**src/rtl/if_fetch_unit_pkg.sv**
```systemverilog
// Shared fetch-stage types: FSM states, reset/trap vectors and PC arithmetic helpers.
// Pure declarations; no timing or flow-control behaviour of its own.
package fetch_pkg;

  typedef enum logic [1:0] {
    IDLE = 2'd0,
    REQ  = 2'd1,
    HOLD = 2'd2,
    DROP = 2'd3
  } fetch_state_t;

  localparam logic [31:0] RESET_PC = 32'h8000_0000;
  localparam logic [31:0] IRQ_VEC  = 32'h8000_0004;
  localparam logic [31:0] EXC_VEC  = 32'h8000_0008;
  localparam logic [31:0] PC_STEP  = 32'd4;

  // Fetch addresses are always word aligned; low bits of targets are dropped.
  function automatic logic [31:0] word_align(input logic [31:0] addr);
    return {addr[31:2], 2'b00};
  endfunction

endpackage

```
**src/rtl/if_fetch_unit_if.sv**
```systemverilog
// Instruction-memory read port: req/addr held until ack, ack may come same cycle.
// Master is the fetch unit, slave is the memory; variable-latency, one read in flight.
interface if_fetch_unit_if;
  logic        imem_req;
  logic [31:0] imem_addr;
  logic        imem_ack;
  logic [31:0] imem_rdata;

  modport master (
    output imem_req,
    output imem_addr,
    input  imem_ack,
    input  imem_rdata
  );

  modport slave (
    input  imem_req,
    input  imem_addr,
    output imem_ack,
    output imem_rdata
  );
endinterface

```
**src/rtl/if_fetch_unit_npc_sel.sv**
```systemverilog
// Next-PC priority mux: exception > redirect > user-mode irq > sequential step > hold.
// Purely combinational; no backpressure, stall is resolved by the caller via advance.
module fetch_npc_sel
  import fetch_pkg::*;
(
  input  logic [31:0] pc,
  input  logic        advance,
  input  logic        exc,
  input  logic        redirect_valid,
  input  logic [31:0] redirect_pc,
  input  logic        irq,
  output logic [31:0] next_pc,
  output logic        xfer,
  output logic        irq_accept
);

  always_comb begin
    // Interrupts are only taken from user mode and never compete with a higher-priority transfer.
    irq_accept = irq && !pc[31] && !exc && !redirect_valid;
    xfer       = exc || redirect_valid || irq_accept;
    next_pc    = pc;
    if (exc) begin
      next_pc = EXC_VEC;
    end else if (redirect_valid) begin
      next_pc = word_align(redirect_pc);
    end else if (irq_accept) begin
      next_pc = IRQ_VEC;
    end else if (advance) begin
      next_pc = pc + PC_STEP;
    end
  end

endmodule

```
**src/rtl/if_fetch_unit.sv**
```systemverilog
// IF stage: owns the PC, fetches over a req/ack port, delivers to IF/ID on the ack edge.
// Stall parks one fetched word in a hold buffer; redirects flush and drop any in-flight read.
module if_fetch_unit
  import fetch_pkg::*;
(
  input  logic                    clk,
  input  logic                    reset,
  input  logic                    stall,
  input  logic                    redirect_valid,
  input  logic [31:0]             redirect_pc,
  input  logic                    exc,
  input  logic                    irq,
  if_fetch_unit_if.master         imem,
  output logic [31:0]             out_inst,
  output logic [31:0]             out_pc,
  output logic                    upd_pc,
  output logic                    flush,
  output logic                    irq_taken,
  output logic [31:0]             epc
);

  fetch_state_t state, next_state;
  logic [31:0]  pc;
  logic [31:0]  next_pc;
  logic [31:0]  hold_buf;
  logic         xfer;
  logic         irq_accept;
  logic         deliver;
  logic         ack;

  assign ack     = imem.imem_ack;
  assign deliver = !stall && ((state == REQ && ack) || state == HOLD);

  fetch_npc_sel u_npc_sel (
    .pc             (pc),
    .advance        (deliver),
    .exc            (exc),
    .redirect_valid (redirect_valid),
    .redirect_pc    (redirect_pc),
    .irq            (irq),
    .next_pc        (next_pc),
    .xfer           (xfer),
    .irq_accept     (irq_accept)
  );

  assign imem.imem_req  = (state == REQ);
  assign imem.imem_addr = pc;
  assign out_inst       = (state == REQ) ? imem.imem_rdata : hold_buf;
  assign out_pc         = (state == IDLE) ? pc : pc + PC_STEP;

  always_comb begin
    next_state = state;
    upd_pc     = 1'b0;
    flush      = 1'b0;
    irq_taken  = 1'b0;
    if (!reset) begin
      if (xfer) begin
        flush     = 1'b1;
        irq_taken = irq_accept;
        // A read still in flight must be drained before the new target can be requested.
        case (state)
          IDLE:    next_state = REQ;
          REQ:     next_state = ack ? REQ : DROP;
          HOLD:    next_state = REQ;
          DROP:    next_state = ack ? REQ : DROP;
          default: next_state = IDLE;
        endcase
      end else begin
        case (state)
          IDLE: next_state = REQ;
          REQ: begin
            if (ack) begin
              if (stall) begin
                next_state = HOLD;
              end else begin
                upd_pc = 1'b1;
              end
            end
          end
          HOLD: begin
            if (!stall) begin
              upd_pc     = 1'b1;
              next_state = REQ;
            end
          end
          DROP: begin
            if (ack) begin
              next_state = REQ;
            end
          end
          default: next_state = IDLE;
        endcase
      end
    end
  end

  always_ff @(posedge clk) begin
    if (reset) begin
      state    <= IDLE;
      pc       <= RESET_PC;
      epc      <= 32'd0;
      hold_buf <= 32'd0;
    end else begin
      state <= next_state;
      pc    <= next_pc;
      if (exc || irq_accept) begin
        epc <= pc;
      end
      if (state == REQ && ack && stall && !xfer) begin
        hold_buf <= imem.imem_rdata;
      end
    end
  end

endmodule

```
**src/flat_wrapper.sv**
```systemverilog
// flat-port wrapper written by rule: the top's interface ports become plain ports
module if_fetch_unit_flat import fetch_pkg::*;
  (clk, reset, stall, redirect_valid, redirect_pc, exc, irq, out_inst, out_pc, upd_pc, flush, irq_taken, epc, imem_imem_req, imem_imem_addr, imem_imem_ack, imem_imem_rdata);
  if_fetch_unit_if imem_i ();
  input  logic clk;
  input  logic reset;
  input  logic stall;
  input  logic redirect_valid;
  input  logic [31:0] redirect_pc;
  input  logic exc;
  input  logic irq;
  output logic [31:0] out_inst;
  output logic [31:0] out_pc;
  output logic upd_pc;
  output logic flush;
  output logic irq_taken;
  output logic [31:0] epc;
  output wire logic [$bits(imem_i.imem_req)-1:0] imem_imem_req;
  output wire logic [$bits(imem_i.imem_addr)-1:0] imem_imem_addr;
  input wire logic [$bits(imem_i.imem_ack)-1:0] imem_imem_ack;
  input wire logic [$bits(imem_i.imem_rdata)-1:0] imem_imem_rdata;
  assign imem_imem_req = imem_i.imem_req;
  assign imem_imem_addr = imem_i.imem_addr;
  assign imem_i.imem_ack = imem_imem_ack;
  assign imem_i.imem_rdata = imem_imem_rdata;
  if_fetch_unit u_core (.clk(clk), .reset(reset), .stall(stall), .redirect_valid(redirect_valid), .redirect_pc(redirect_pc), .exc(exc), .irq(irq), .imem(imem_i), .out_inst(out_inst), .out_pc(out_pc), .upd_pc(upd_pc), .flush(flush), .irq_taken(irq_taken), .epc(epc));
endmodule
```
**config.mk**
```make
export PLATFORM = sky130hd
export DESIGN_NAME = if_fetch_unit_flat
export DESIGN_NICKNAME = d
export VERILOG_FILES = /design/src/rtl/if_fetch_unit_pkg.sv /design/src/rtl/if_fetch_unit_if.sv /design/src/rtl/if_fetch_unit_npc_sel.sv /design/src/rtl/if_fetch_unit.sv /design/src/flat_wrapper.sv
export SDC_FILE = /design/constraint.sdc
export NUM_CORES = 1
export LEC_CHECK = 0
export ABC_AREA = 1
export CAP_MARGIN = 20
export CORE_UTILIZATION = 42
export CTS_CLUSTER_DIAMETER = 80
export DETAILED_ROUTE_END_ITERATION = 16
export PLACE_DENSITY = 0.82
export SLEW_MARGIN = 10
export SYNTH_ARGS = -nofsm -noshare
export SYNTH_HDL_FRONTEND = slang
export SYNTH_HIERARCHICAL = 1
export SYNTH_SLANG_ARGS = --single-unit
```
**constraint.sdc**
```tcl
create_clock -name clk -period 1.9 [get_ports clk]
set_input_delay 0.19 -clock clk [delete_from_list [all_inputs] [get_ports clk]]
set_output_delay 0.19 -clock clk [all_outputs]
set_load 0.01 [all_outputs]
```
==> After elaboration in Yosys (flattened, before gate mapping) <==
Cells that the tools add are included.
{ "word_totals": {"ff_bits": 98, "latch_bits": 0, "ram_bits": 0, "romBits": 0, "in_bits": 71, "out_inout_bits": 132, "elab_cells": 61, "memories": 0} }
{ "classes": {"n_addsub": 1, "multipliers": 0, "n_div": 0, "magnitude_cmp": 0, "n_eq_ne": 7, "shifts": 0, "n_mux": 23, "n_bitwise": 0, "n_reduce_logical": 24} }
{ "ops": {"columns": ["op", "count"], "rows": [
  ["32-bit two-way mux", 5],
  ["32-bit by 3-bit adder with 32-bit output (second input constant)", 1],
  ["2-bit two-way mux", 6],
  ["3-bit by 2-bit inequality test with 1-bit output (second input constant)", 3],
  ["1-bit two-way mux", 8],
  ["2-bit one-hot mux with 4 select lines", 1],
  ["1-bit logical AND", 7],
  ["2-bit OR reduction", 3],
  ["1-bit logical NOT", 5],
  ["2-bit equality test (second input constant)", 2],
  ["1-bit logical OR", 4],
  ["4-bit two-way mux", 1],
  ["2-bit one-hot mux with 2 select lines", 1],
  ["4-bit AND reduction", 1],
  ["4-bit nonzero test", 1],
  ["4-bit OR reduction", 1],
  ["3-bit by 1-bit inequality test with 1-bit output (second input constant)", 1],
  ["3-bit nonzero test", 1],
  ["2-bit by 1-bit equality test with 1-bit output (second input constant)", 1],
  ["2-bit logical NOT", 1],
  ["1-bit one-hot mux with 2 select lines", 1]
]} }

==> Logic depth before layout (Yosys ltp) <==
Gate-level depths: netlist of run 1.
{ "logic_depth": {"ltp_word": 8, "ltp_mapped": 18, "mapped_depth_nobuf": 17} }

==> By module <==
The synthesis of run 1 kept the hierarchy.
{ "by_module_without_submodules": {"columns": ["mod", "instances", "cells_each", "area_per_inst_um2", "seq_area_each_um2"], "rows": [
  ["if_fetch_unit", 1, 688, 4606.9, 1961.9],
  ["fetch_npc_sel", 1, 265, 1282.5, 0.0]
]} }

==> Worst setup path before layout of run 1 <==
Ideal clock, no wire load.
{ "synth_timing": {"path_type": "register to register", "from": "reg u_core.state[1]", "to": "reg u_core.pc[20], in the netlist u_core/imem.imem_addr[20]", "setup_ns": 0.128, "arrival_time_ns": 1.987, "required_time_ns": 1.772, "setup_slack_ns": -0.214, "stages_incl_launch_ff": 19, "path_buffers": 1, "synth_period_minus_slack_ns": 2.114, "cell_sequence": "dfxtp_1 inv_1 ha_1 buf_6 nand2_1 inv_1 o21ai_0 inv_1 nand2_2 nor2_4 nand2_4 nor2_8 nand2_4 clkinv_1 nand3_2 nand3_1 nand2_1 inv_1 nor2_1"} }
{ "synth_between": {"elab_chain_cells": 5, "word_cells_on_any_way": 6, "cone_classes": "eq/ne (2); reduce/logical (4)"} }
{ "synth_rtl": {"columns": ["item", "line_no", "text"], "rows": [
  ["from (decl)", "if_fetch_unit.sv:22", "fetch_state_t state, next_state;"],
  ["from (signal assigned)", "if_fetch_unit.sv:104", "state <= next_state;"],
  ["2-bit by 1-bit equality test with 1-bit output", null, null],
  ["via imem_imem_req", "flat_wrapper.sv:18", "output wire logic [$bits(imem_i.imem_req)-1:0] imem_imem_req;"],
  ["1-bit logical AND", "if_fetch_unit.sv:32", "assign deliver = !stall && ((state == REQ && ack) || state == HOLD);"],
  ["1-bit logical OR", "if_fetch_unit.sv:32", null],
  ["1-bit logical AND", "if_fetch_unit.sv:32", null],
  ["via u_core.deliver", "if_fetch_unit.sv:28", "logic deliver;"],
  ["3-bit nonzero test (no source line)", null, null],
  ["to (signal assigned)", "if_fetch_unit.sv:105", "pc <= next_pc;"],
  ["to (decl)", "if_fetch_unit.sv:23", "logic [31:0] pc;"]
]} }
The timed path passes the listed nets, and every way through them passes these cells.
A chain may end at the register's enable or synchronous reset.

==> Worst setup path after layout of run 1 <==
{ "layout_timing": {"from": "reg u_core.state[1]", "to": "reg u_core.pc[17], in the netlist u_core/imem.imem_addr[17]"} }
{ "layout_between": {"elab_chain_cells": 5, "word_cells_on_any_way": 6, "cone_classes": "eq/ne (2); reduce/logical (4)"} }
{ "layout_rtl": {"columns": ["item", "line_no"], "rows": [
  ["2-bit by 1-bit equality test with 1-bit output", "if_fetch_unit.sv:32"],
  ["1-bit logical AND", "if_fetch_unit.sv:32"],
  ["1-bit logical OR (*)", "if_fetch_unit.sv:32"],
  ["1-bit logical AND (*)", "if_fetch_unit.sv:32"],
  ["via u_core.deliver", "if_fetch_unit.sv:28"],
  ["3-bit nonzero test (no source line) (*)", null]
]} }
Mark *: on every way through the listed nets, which the timed path passes. The rest lies on a longest branch.

==> qor.yml, run 1 <==
status:
  status: "complete, but fails checks"
  violations: "negative setup slack"
cells_and_area:
  drive_above_1_share: 0.298
  area_growth_pct: 70.6
  antenna_cells: 0
  multi_input_area_um2: 3870
  instances_no_fill: 1470
  nFillCells: 961
  seq_area_um2: 2000
  final_core_util: 0.747
  nets: 1366
setup_path:
  critPathKind: "flip-flop to flip-flop"
  slowest_stage: "dfxtp_2"
  cp_data_required_time_ps: 2190
  cp.arrival_ps: 2460
  critPathMaxStageDelay_ps: 340
  cp_max_fo: 4
  cpMostUsedCell: "buf_6"
  worstPathCellList: "inv_4 -> buf_6 -> ha_4 -> nand2_2 -> inv_2 -> o21ai_4 -> inv_4 -> buf_6 -> nand2_4 -> nor2_4 -> buf_4 -> buf_6 -> nand4_1 -> xor2_1 -> o21ai_1 -> inv_1 -> nor2_1"
  cp_top_family: "buffers and inverters"
  startpoint_type: "flip-flop"
  critPathBufInv: 8
  end_kind: "flip-flop"
cts:
  clkSinkCount: 98
  clock_latency_ps: 360
  root_buffer: "clkbuf_16"
  hold_buffers: 0
  cts_buffer_depth: 2
  cts_tree: "built"
  numCtsBuffers: 9
  htree_levels: 3
  clk_pin_slew_worst_paths_ps: 70
timing:
  period_needed_ps: 2160
  rsz0062_at_grt: "yes"
  tightest_slew_ps: 584
  hold_violations: 0
  finClkSkew_ps: 7.21
  period_share: 1.14
  fin_ws_ps: -264
  fmax_ghz: 0.462
  slew_viol_final: 0
  maxSlewHeadroom: 0.611
  holdWs_ps: 429
  setup_viol: 46
drt:
  routed_via_density: 5.38
  wl_mm: 25.3
  drt_iter0_markers: 697
  dr.pass1.iters: 6
  drc_errors: 0
  wl_per_cell_um: 17.2
  ant_nets: 0
  vias: 7915
placed_design:
  placed_cells_incl_taps: 1416
  dp_hpwl_mm: 16.0
  port_buffers: 200
  gp_congestion: 0.970
yosys:
  ys.flop_type: "dfxtp_1"
  synth_commonest_cells: "nand2_1 (267), nor2_1 (206), dfxtp_1 (98), inv_1 (97), o21ai_0 (68)"
  yosysMostFrequentCell: "nand2_1"
  ys_seq_elements: 98
  yosysWarningCount: 6
  netlist.area_leader.share: 0.333
  synth_top_area_cell: "dfxtp_1"
  ys_async_sr_fraction: 0
  avgSynthCellArea_um2: 6.18
  synthTopCellsByArea: "dfxtp_1 (33%), nand2_1 (17%), nor2_1 (13%), inv_1 (6.2%), o21ai_0 (5.8%)"
  syn_area_um2: 5890
  syn_nets: 1030
  syn_inst: 953
  seq_area_frac_synth: 0.333
  synth-edff-count: 0
  yosysUniqueCellTypes: 40
power_and_ir_drop:
  p_total_mw: 5.56
  power_density_nw_per_um2: 553
  ir_drop_uv: 469
  p_leak_nw: 4.76
global_route:
  grt-ovfl-total: 0
  first_global_vias: 7286
  grt_max_degree: 66
  grt_pass1_wl_mm: 35.9
  antenna_found_initial: 0
  grt_usage: 0.317
floorplanning:
  die_area_um2: 14500
  num_io_pins: 203
  fp-row-count: 42
  die_h_um: 120
  die-width_um: 120
  core_area_um2: 13500
  start_util: 0.438
hold_path:
  hold_class: "input port to flip-flop"
flow_run:
  cap_violations: 0
-- layer usage --
layer	vias up	wire, µm	track usage
met5	-	0	0
met4	0	1380	0.200
met3	121	2240	0.0533
met2	474	12100	0.554
met1	3668	9540	0.358
li1	3652	-	-
-- metrics by stage --
step                instance area (µm²)  setup TNS [ps]  worst slack, ps
detailed placement                 8970          -13640             -303
global placement                   8970          -10370             -273
finish                            10000           -6370             -264
CTS                                9690           -3380             -244
global route                      10000          -10160             -334
floorplan                          5900               0             15.2
-- cells by family after synthesis --
group / after synthesis / share of synthesized area
xor+xnor: 23 / 0.0342
fa+ha+maj: 6 / 0.0127
buf+inv: 140 / 0.0956
flops: 98 / 0.333
simple gates: 576 / 0.425
compound gates: 110 / 0.0992
-- path summary, 6_finish.rpt --
| kind | startpoint | to | slack, ps | cells after the start |
|---|---|---|---|---|
| worst max-delay path | u_core/state[1]$_SDFFE_PP0P_ | u_core/imem.imem_addr[17]$_SDFF_PP0_ | -260 | 17 |
| worst min-delay path | redirect_pc[12] | u_core/imem.imem_addr[12]$_SDFF_PP0_ | 430 | 5 |
| worst max register to register | u_core/state[1]$_SDFFE_PP0P_ | u_core/imem.imem_addr[17]$_SDFF_PP0_ | -260 | 17 |
| worst min register to register | u_core/epc[28]$_SDFFE_PP0P_ | u_core/epc[28]$_SDFFE_PP0P_ | 480 | 2 |
-- layout make-up --
type / count / share of cell area
inverter: 102 / 0.0416
sequential: 98 / 0.199
clock buffer: 10 / 0.0238
clock inverter: 6 / 0.00735
tap: 176 / 0.0219
timing repair buffer: 363 / 0.321
multi-input combinational: 715 / 0.385
-- registers in the layout (all words and copies together), names as in the netlist --
register               flops
u_core/epc                32
u_core/imem.imem_addr     32
u_core/state               2
u_core/hold_buf           32
-- power breakdown --
group | switching, mW | internal (mW)
Clock | 0.882 | 1.07
Sequential | 0.0603 | 2.13
Combinational | 0.708 | 0.706
-- worst register-to-register path: stages (launching register included) --
cell     delay (ps)
dfxtp_2         340
inv_4            70
buf_6           100
ha_4            140
nand2_2          50
inv_2            80
o21ai_4          60
inv_4           100
buf_6           120
nand2_4          50
nor2_4          110
buf_4           120
buf_6           120
nand4_1         120
xor2_1          170
o21ai_1         190
inv_1            80
nor2_1           80
-- cell usage in the layout, fill, tap and decap left out, types with 13 or more instances in the layout --
cell,instances
clkdlybuf4s50_1,134
a21oi_1,13
o21ai_0,58
buf_6,28
nor2_1,185
nand4_1,20
dfxtp_1,82
buf_2,53
nand2_2,19
inv_1,87
nand2_1,245
nand3_1,25
nor2_4,19
o21ai_1,20
nor2_2,14
buf_4,127
nand2_4,13
-- timing repair --
item                                    in CTS  in global routing
pin swaps                                   40                 49
buffers inserted                            25                 13
endpoints found under the setup margin      79                 68
gates cloned                                 4                  0
resized for setup                          329                122
Note: power is estimated with default switching activity, not from simulation.
==> run 2: changes to the inputs <==
--- a/config.mk
+++ b/config.mk
@@ -11,6 +11,7 @@
 export CTS_CLUSTER_DIAMETER = 80
 export DETAILED_ROUTE_END_ITERATION = 16
 export PLACE_DENSITY = 0.82
+export SKIP_CTS_REPAIR_TIMING = 1
 export SLEW_MARGIN = 10
 export SYNTH_ARGS = -nofsm -noshare
 export SYNTH_HDL_FRONTEND = slang
==> qor.yml, run 2 (same netlist as run 1, synthesis figures left out) <==
cts:
  clkSinkCount: 98
  htree_levels: 3
  root_buffer: "clkbuf_16"
  clk_pin_slew_worst_paths_ps: 70
  cts_buffer_depth: 2
  cts_tree: "built"
  numCtsBuffers: 9
  clock_latency_ps: 360
global_route:
  first_global_vias: 6648
  grt_pass1_wl_mm: 32.8
  antenna_found_initial: 1
  grt-ovfl-total: 0
  grt_usage: 0.288
  grt_max_degree: 66
timing:
  slew_viol_final: 0
  tightest_slew_ps: 575
  maxSlewHeadroom: 0.616
  hold_violations: 0
  period_share: 1.19
  setup_viol: 78
  fmax_ghz: 0.442
  fin_ws_ps: -362
  finClkSkew_ps: 6.33
  rsz0062_at_grt: "yes"
  period_needed_ps: 2260
  holdWs_ps: 422
status:
  violations: "negative setup slack"
  status: "complete, but fails checks"
cells_and_area:
  layout_common_cells: "nand2_1 (230), nor2_1 (188), clkdlybuf4s50_1 (134)"
  layout_commonest_cell: "nand2_1"
  nFillCells: 1005
  drive_above_1_share: 0.291
  nets: 1355
  area_growth_pct: 67.6
  antenna_cells: 0
drt:
  dr.pass1.iters: 6
  ant_nets: 0
  drc_errors: 0
  vias: 7620
  routed_via_density: 5.22
  wl_mm: 23.9
  wl_per_cell_um: 16.4
  drt_iter0_markers: 666
floorplanning:
  die-width_um: 120
  die_area_um2: 14500
  die_h_um: 120
  start_util: 0.438
  fp-row-count: 42
  num_io_pins: 203
  core_area_um2: 13500
power_and_ir_drop:
  p_total_mw: 5.49
  power_frac_comb: 0.247
  internal_power_mw: 3.87
  switching_share: 0.295
  power_frac_seq: 0.399
  power_density_nw_per_um2: 556
  p_leak_nw: 4.72
  ir_drop_uv: 473
  p_switching_mw: 1.62
  clockPowerShare: 0.355
setup_path:
  cp_data_required_time_ps: 1710
  ff2ff_path_depth: 18
  cp.arrival_ps: 2070
  startpoint_type: "flip-flop"
  cp_max_fo: 4
  end_kind: "output port"
  critPathKind: "flip-flop to output port"
placed_design:
  dp_hpwl_mm: 16.0
  port_buffers: 200
  gp_congestion: 0.970
flow_run:
  cap_violations: 0
hold_path:
  hold_class: "input port to flip-flop"
  worstHoldPathCells: 5
-- run 2: changes by cell type in the layout (fill, tap and decap cells not counted), moves of 5 or more --
cell,previous run,this run
buf_2,53,44
buf_6,28,22
clkbuf_2,2,8
dlygate4sd2_1,5,0
dlymetal6s2s_1,0,9
nand2_1,245,230
nand2_2,19,36
o21ai_0,58,63
-- run 2: final timing paths --
kind | from | endpoint | slack [ps]
worst max-delay path | u_core/imem.imem_addr[3]$_SDFF_PP0_ | out_pc[10] | -360
worst max register to register | u_core/state[1]$_SDFFE_PP0P_ | u_core/imem.imem_addr[30]$_SDFF_PP0_ | -270
worst min register to register | u_core/hold_buf[6]$_SDFFE_PP0P_ | u_core/hold_buf[6]$_SDFFE_PP0P_ | 490
worst min-delay path | redirect_pc[12] | u_core/imem.imem_addr[12]$_SDFF_PP0_ | 420
-- run 2: worst max-delay path, stage by stage (launching register included) --
cell	delay, ps
dfxtp_4	380
ha_4	130
inv_2	50
nor2_4	140
nand2_4	90
nor2_8	150
buf_4	140
buf_6	90
nand3_1	90
xor2_1	190
inv_1	80
dlymetal6s2s_1	170
-- run 2: power by group through the flow --
stage / Clock [mW] / Combinational (mW) / Sequential [mW]
after floorplan: 0 / 0.465 / 2.28
final: 1.95 / 1.35 / 2.19
after CTS: 1.96 / 1.27 / 2.19
after global routing: 2.09 / 1.44 / 2.20
after global placement: 0 / 1.25 / 2.23
after detailed placement: 0 / 1.26 / 2.23
-- run 2: per-stage QoR --
step | setup slack (ps) | cell area, µm² | TNS [ps] | utilization | instances
after floorplan | 15.2 | 5900 | 0 | - | 953
after global placement | -273 | 8970 | -10370 | 0.667 | 1416
after detailed placement | -303 | 8970 | -13640 | 0.667 | 1416
after CTS | -696 | 9280 | -33660 | 0.690 | 1432
after global routing | -416 | 9870 | -17110 | 0.734 | 1459
final | -362 | 9870 | -9410 | 0.734 | 1459
-- run 2: area by class of cell --
cell class | instances | area [µm²] | area share
clock buffer | 10 | 239 | 0.0242
timing repair buffer | 352 | 3130 | 0.317
clock inverter | 6 | 73.8 | 0.00748
multi-input combinational | 715 | 3820 | 0.387
inverter | 102 | 394 | 0.0399
sequential | 98 | 2000 | 0.203
tap | 176 | 220 | 0.0223
-- run 2: per-layer routing --
layer | track usage | wire [µm]
met4 | 0.141 | 1010
met5 | 0 | 0
met1 | 0.347 | 9140
met2 | 0.496 | 11600
met3 | 0.0453 | 2120
